===== config.mk =====
export PLATFORM = sky130hd
export DESIGN_NAME = lsu_core
export DESIGN_NICKNAME = d
export VERILOG_FILES = /design/src/rtl/lsu_pkg.sv /design/src/rtl/lsu_align.sv /design/src/rtl/lsu_core.sv
export SDC_FILE = /design/constraint.sdc
export NUM_CORES = 1
export LEC_CHECK = 0
export ABC_AREA = 1
export CAP_MARGIN = 20
export CORE_AREA = 2 2 119 121
export DETAILED_ROUTE_END_ITERATION = 7
export DIE_AREA = 0 0 121 123
export GPL_ROUTABILITY_DRIVEN = 0
export PLACE_DENSITY = 0.88
export SLEW_MARGIN = 30
export SYNTH_ARGS = -nofsm -noshare
export SYNTH_HDL_FRONTEND = slang
export SYNTH_SLANG_ARGS = --single-unit

===== constraint.sdc =====
create_clock -name clk -period 1.4 [get_ports clk]
set_input_delay 0.14 -clock clk [delete_from_list [all_inputs] [get_ports clk]]
set_output_delay 0.14 -clock clk [all_outputs]
set_load 0.03 [all_outputs]

===== src/rtl/lsu_pkg.sv =====
// lsu_pkg: shared definitions for the load/store unit.
//   - access size encodings (LSU_SIZE_B/H/W; encoding 3 is reserved and
//     handled as a word access by every consumer)
//   - lsu_state_e: control FSM states
//   - strobe-width derivation from the data width
package lsu_pkg;

    localparam int LSU_DATA_WIDTH = 32;

    localparam logic [1:0] LSU_SIZE_B = 2'd0;
    localparam logic [1:0] LSU_SIZE_H = 2'd1;
    localparam logic [1:0] LSU_SIZE_W = 2'd2;

    typedef enum logic [1:0] {
        IDLE = 2'd0,
        REQ  = 2'd1,
        WAIT = 2'd2,
        DONE = 2'd3
    } lsu_state_e;

    function automatic int lsu_strb_width(input int data_width);
        return data_width / 8;
    endfunction

    localparam int LSU_STRB_WIDTH = lsu_strb_width(LSU_DATA_WIDTH);

endpackage


===== src/rtl/lsu_align.sv =====
// lsu_align: purely combinational lane steering for the load/store unit.
//   Store side: replicates byte/half store data across all lanes and builds
//   the byte strobe from the low address bits.
//   Load side: shifts the raw memory word down to the addressed byte and
//   sign- or zero-extends the byte/half result.
// Ports:
//   size        access size (B/H/W, 3 = word)
//   is_unsigned zero-extend byte/half loads
//   addr_lo     effective address bits [1:0]
//   st_data     store data as supplied by the core
//   st_wdata    lane-replicated store data
//   st_wstrb    byte strobes (not gated by store/load)
//   ld_raw      raw word returned by memory
//   ld_data     aligned and extended load result
module lsu_align
    import lsu_pkg::*;
#(
    parameter int DATA_WIDTH = 32,
    parameter int STRB_WIDTH = DATA_WIDTH / 8
) (
    input  logic [1:0]            size,
    input  logic                  is_unsigned,
    input  logic [1:0]            addr_lo,
    input  logic [DATA_WIDTH-1:0] st_data,
    output logic [DATA_WIDTH-1:0] st_wdata,
    output logic [STRB_WIDTH-1:0] st_wstrb,
    input  logic [DATA_WIDTH-1:0] ld_raw,
    output logic [DATA_WIDTH-1:0] ld_data
);

    logic [DATA_WIDTH-1:0] ld_shift;
    logic                  ext_b;
    logic                  ext_h;

    always_comb begin
        ld_shift = ld_raw >> {addr_lo, 3'b000};
        // Sign bit of the narrow result, forced to 0 for unsigned loads.
        ext_b    = ld_shift[7]  & ~is_unsigned;
        ext_h    = ld_shift[15] & ~is_unsigned;

        st_wdata = st_data;
        st_wstrb = '1;
        ld_data  = ld_shift;

        case (size)
            LSU_SIZE_B: begin
                st_wdata = {(DATA_WIDTH/8){st_data[7:0]}};
                st_wstrb = {{(STRB_WIDTH-1){1'b0}}, 1'b1} << addr_lo;
                ld_data  = {{(DATA_WIDTH-8){ext_b}}, ld_shift[7:0]};
            end
            LSU_SIZE_H: begin
                st_wdata = {(DATA_WIDTH/16){st_data[15:0]}};
                // A half at offset 3 loses its upper strobe off the top.
                st_wstrb = {{(STRB_WIDTH-2){1'b0}}, 2'b11} << addr_lo;
                ld_data  = {{(DATA_WIDTH-16){ext_h}}, ld_shift[15:0]};
            end
            default: begin
                // Word and reserved size: data unchanged, all strobes,
                // extension flag ignored.
                st_wdata = st_data;
                st_wstrb = '1;
                ld_data  = ld_shift;
            end
        endcase
    end

endmodule


===== src/rtl/lsu_core.sv =====
// lsu_core: blocking load/store unit between execute and writeback.
//   Accepts one access from execute, issues a single-beat request on the
//   data-memory port, and returns the extended load data (or store
//   completion) to writeback. One access outstanding at a time.
// Optional build macro:
//   LSU_MISALIGN_CHECK_EN - misaligned half/word accesses skip memory and
//                           complete one cycle after accept with out_err = 1.
// Ports:
//   clk, rst_n        clock, asynchronous active-low reset
//   in_*              request from execute (valid/ready)
//   mem_req_*         request to data memory (valid/ready)
//   mem_resp_*        response from data memory (valid/ready)
//   out_*             result to writeback (valid/ready)
module lsu_core
    import lsu_pkg::*;
#(
    parameter int DATA_WIDTH = 32,
    parameter int STRB_WIDTH = DATA_WIDTH / 8
) (
    input  logic                  clk,
    input  logic                  rst_n,

    input  logic                  in_valid,
    output logic                  in_ready,
    input  logic [DATA_WIDTH-1:0] in_addr,
    input  logic [DATA_WIDTH-1:0] in_wdata,
    input  logic                  in_we,
    input  logic [1:0]            in_size,
    input  logic                  in_unsigned,

    output logic                  mem_req_valid,
    input  logic                  mem_req_ready,
    output logic [DATA_WIDTH-1:0] mem_req_addr,
    output logic                  mem_req_we,
    output logic [DATA_WIDTH-1:0] mem_req_wdata,
    output logic [STRB_WIDTH-1:0] mem_req_wstrb,

    input  logic                  mem_resp_valid,
    output logic                  mem_resp_ready,
    input  logic [DATA_WIDTH-1:0] mem_resp_rdata,
    input  logic                  mem_resp_err,

    output logic                  out_valid,
    input  logic                  out_ready,
    output logic [DATA_WIDTH-1:0] out_rdata,
    output logic                  out_err
);

    lsu_state_e state_q;
    lsu_state_e state_d;

    // Access captured at accept; drives the whole request and extraction.
    logic [DATA_WIDTH-1:0] addr_p0;
    logic [DATA_WIDTH-1:0] wdata_p0;
    logic                  we_p0;
    logic [1:0]            size_p0;
    logic                  uns_p0;

    // Result held for writeback.
    logic [DATA_WIDTH-1:0] rdata_p1;
    logic                  err_p1;

    logic                  accept;
    logic                  misalign;
    logic [DATA_WIDTH-1:0] al_wdata;
    logic [STRB_WIDTH-1:0] al_wstrb;
    logic [DATA_WIDTH-1:0] al_ldata;

`ifdef LSU_MISALIGN_CHECK_EN
    always_comb begin
        misalign = 1'b0;
        case (in_size)
            LSU_SIZE_B: misalign = 1'b0;
            LSU_SIZE_H: misalign = in_addr[0];
            default:    misalign = (in_addr[1:0] != 2'b00);
        endcase
    end
`else
    assign misalign = 1'b0;
`endif

    assign accept = (state_q == IDLE) && in_valid;

    lsu_align #(
        .DATA_WIDTH (DATA_WIDTH),
        .STRB_WIDTH (STRB_WIDTH)
    ) u_align (
        .size        (size_p0),
        .is_unsigned (uns_p0),
        .addr_lo     (addr_p0[1:0]),
        .st_data     (wdata_p0),
        .st_wdata    (al_wdata),
        .st_wstrb    (al_wstrb),
        .ld_raw      (mem_resp_rdata),
        .ld_data     (al_ldata)
    );

    // State register
    always_ff @(posedge clk or negedge rst_n) begin
        if (!rst_n) begin
            state_q <= IDLE;
        end else begin
            state_q <= state_d;
        end
    end

    // Next-state and handshake outputs
    always_comb begin
        state_d        = state_q;
        in_ready       = 1'b0;
        mem_req_valid  = 1'b0;
        mem_resp_ready = 1'b0;
        out_valid      = 1'b0;
        case (state_q)
            IDLE: begin
                in_ready = 1'b1;
                if (in_valid) begin
                    state_d = misalign ? DONE : REQ;
                end
            end
            REQ: begin
                mem_req_valid = 1'b1;
                if (mem_req_ready) begin
                    state_d = WAIT;
                end
            end
            WAIT: begin
                mem_resp_ready = 1'b1;
                if (mem_resp_valid) begin
                    state_d = DONE;
                end
            end
            DONE: begin
                out_valid = 1'b1;
                if (out_ready) begin
                    state_d = IDLE;
                end
            end
            default: state_d = IDLE;
        endcase
    end

    // Stage p0: capture the access at accept
    always_ff @(posedge clk or negedge rst_n) begin
        if (!rst_n) begin
            addr_p0  <= '0;
            wdata_p0 <= '0;
            we_p0    <= 1'b0;
            size_p0  <= LSU_SIZE_B;
            uns_p0   <= 1'b0;
        end else if (accept) begin
            addr_p0  <= in_addr;
            wdata_p0 <= in_wdata;
            we_p0    <= in_we;
            size_p0  <= in_size;
            uns_p0   <= in_unsigned;
        end
    end

    // Stage p1: result for writeback
    always_ff @(posedge clk or negedge rst_n) begin
        if (!rst_n) begin
            rdata_p1 <= '0;
            err_p1   <= 1'b0;
        end else if (accept && misalign) begin
            rdata_p1 <= '0;
            err_p1   <= 1'b1;
        end else if ((state_q == WAIT) && mem_resp_valid) begin
            // Stores report zero data; only the bus error is forwarded.
            rdata_p1 <= we_p0 ? '0 : al_ldata;
            err_p1   <= mem_resp_err;
        end
    end

    assign mem_req_addr  = {addr_p0[DATA_WIDTH-1:2], 2'b00};
    assign mem_req_we    = we_p0;
    assign mem_req_wdata = al_wdata;
    assign mem_req_wstrb = we_p0 ? al_wstrb : '0;
    assign out_rdata     = rdata_p1;
    assign out_err       = err_p1;

endmodule


==> flow_summary.toml <==
[outcome]
outcome = "finished with violations"
failed_checks = "setup timing"

[clocking]
cts_tree = "yes"
cts_max_path_buffers = 2
clkSlewWorstSetupHoldPaths_ns = 0.09
htreeDepth = 3
clk_latency_ns = 0.36
cts-root-buf = "clkbuf_16"
cts.sinks = 103
cts_made_buffers = 9

[setup_path]
crit_arrival_ns = 1.55
r2r_start = "size_p0[0]"
r2r_cells = 11
cp-end-kind = "output port"
reg2reg_to = "out_rdata[15]"
startpoint_type = "flip-flop"
r2r_slack_ns = -0.23
worst-path-max-fanout = 10
required_ns = 1.26
crit_type = "reg2out"
crit_end = "mem_req_wdata[15]"
crit_start = "size_p0[0]"

[route]
firstDrtPassIters = 4
maxUsedRoutingLayer = "met4"
ant_nets = 0
dr_wl_met2_um = 9800
drtIter0Drc = 328
num_vias = 5176
drcViolationCount = 0
wl_per_cell_um = 18.4
avgViaCountPerCell = 5.04
wirelength_um = 18900
wl_met3_um = 1510
wl_met1_um = 7040

[synthesis]
synth_edf_count = 0
syn_avg_cell_area_sq_um = 8.95
async_reset_ff_frac = 1.00
synth_warnings = 0
post_synth_inst_count = 601
synthTopCellsByCount = "nand2_1 (210), dfrtp_1 (103), mux2_2 (56)"
netlist_top_cells_area = "dfrtp_1 (48%), nand2_1 (15%), mux2_2 (12%)"
synthDistinctLibCells = 29
ys_ff_latch = 103
synth_top_area_frac = 0.479
netlist_area_sq_mm = 0.00538
synth.most_common_cell = "nand2_1"
yosys.area.top_type = "dfrtp_1"
seq_area_frac_synth = 0.479
synth_top_flop_cell = "dfrtp_1"

[place]
numPortBuffers = 210
dpl_cell_area_sq_mm = 0.00781
place_hpwl_um = 12200

[sta]
setup_ws_ns = -0.290
setup_tns_ns = -16.43
slew_headroom = 0.646
fmax_mhz = 592
worst_pin_slew_ns = 0.530
whs_ns = 0.284
hold_viol_final = 0
grt_setup_unrepaired = "true"
drv_slew = 0
min_period_ns = 1.69
fin_worst_skew_ns = 0.0115
final.period_utilization = 1.21
setup_violations = 114

[floorplanning]
die_x_um = 121
coreArea_sq_mm = 0.0136
dieArea_sq_mm = 0.0149
chipHeight_um = 123
num_rows = 43
start_util = 0.395
ios = 213

[grt]
antenna_found_initial = 1
gr-total-overflow = 0
grt_max_degree = 36
grt_use_total = 0.245
grt_pass1_vias = 5418
grt_pass1_wl_um = 28000

[worst_hold_path]
hp-class = "in2async"

[power_and_ir_drop]
p_sw_uw = 10900
power.leakage_uw = 0.00442
powerDensity_mw_per_mm2 = 2540
peakVddDrop_mv = 2.00
p_int_uw = 12300
seqPwrFrac = 0.230
pwr-share-comb = 0.658
switching_share = 0.471
p_clk_frac = 0.112
p_total_uw = 23200

[finish]
fin_nets = 952
area_delta_synth_final_pct = 70.0
multi_input_area_sq_mm = 0.00282
drive_gt1_frac = 0.387
utilization = 0.672
fillers = 1019
regArea_sq_mm = 0.00258
final_area_sq_mm = 0.00915

[job]
max-cap-violations = 0
[power by group through the flow]
| stage | combinational (uW) | sequential [uW] | clock (uW) |
|---|---|---|---|
| finish | 15300 | 5350 | 2590 |
| global route | 16200 | 5500 | 2790 |
| CTS | 14200 | 5270 | 2650 |
| detailed placement | 12900 | 5340 | 0 |
| global placement | 12700 | 5250 | 0 |
| floorplan | 7820 | 5900 | 0 |
[worst max-delay path: stages, from the launching register on]
cell and delay (ns):
dfrtp_2 0.44, inv_4 0.07, nand2_8 0.08, inv_8 0.04, buf_12 0.13, buf_4 0.14, o21ai_2 0.14, buf_6 0.15
[cell families after synthesis]
logic type               after synthesis  share of synthesized area
adder cells (fa/ha/maj)                4                    0.00930
flip-flops                           103                      0.479
multiplexers                          56                      0.117
other                                  1                   0.000697
buffers and inverters                 95                      0.105
AND/OR/NAND/NOR                      271                      0.217
AO/OA/AOI/OAI                         71                     0.0716
[flip-flops by register name, indices dropped and copies added, names as in the netlist]
name        cells
uns_p0          1
out_err         1
out_rdata      32
mem_req_we      1
size_p0         2
state_q         2
wdata_p0       32
addr_p0        32
[through the flow]
| step | worst slack, ns | cells |
|---|---|---|
| finish | -0.290 | 1027 |
| global placement | -0.0832 | 973 |
| CTS | -0.310 | 1023 |
| global route | -0.366 | 1027 |
| floorplan | -0.0979 | 602 |
| detailed placement | -0.109 | 973 |
[worst min path at each step]
stage / endpoint / start
2_1_floorplan: addr_p0[0] / rst_n
3_3_place_gp: addr_p0[19] / rst_n
3_5_place_dp: addr_p0[19] / rst_n
4_1_cts: wdata_p0[4] / rst_n
5_1_grt: wdata_p0[4] / rst_n
6_report: addr_p0[10] / rst_n
[cell type report]
| type | count | area share |
|---|---|---|
| repair buffers | 298 | 0.337 |
| diodes | 1 | 0.000274 |
| inverters | 23 | 0.0138 |
| clock buffers | 9 | 0.0246 |
| multi-input cells | 406 | 0.308 |
| clock inverters | 7 | 0.00916 |
| well taps | 180 | 0.0246 |
| flip-flops and latches | 103 | 0.282 |
[cell usage in the layout (no fill, tap or decap), types with 6 or more instances in the layout]
cell type        instances
inv_1                   12
nand3_1                 24
a21oi_2                 23
mux2_2                  40
buf_4                   54
a21oi_1                  6
mux2_4                  16
buf_8                    8
buf_12                  15
buf_6                   39
dfrtp_1                100
o211ai_1                 8
nand2_2                 45
o21ai_2                 10
nand2_4                  6
nor2_4                   7
nand2_1                169
nor2_2                   6
clkbuf_16               10
o21ai_1                 13
clkdlybuf4s50_1        105
dlygate4sd2_1           69
[routing by layer]
metal	global-route usage	up-vias
li1	-	2403
met1	0.281	2498
met2	0.431	233
met3	0.0720	42
met4	0.0996	0
met5	0	-
[repair_timing]
item / in CTS / in global routing
setup endpoints to repair: 182 / 125
resized for setup: 165 / 126
pin swaps: 20 / 27
buffers inserted: 23 / 11
cloned: 10 / 1
hold buffers: 1 / 0
hold endpoints to repair: 23 / 0
(Power assumes the default switching activity.)
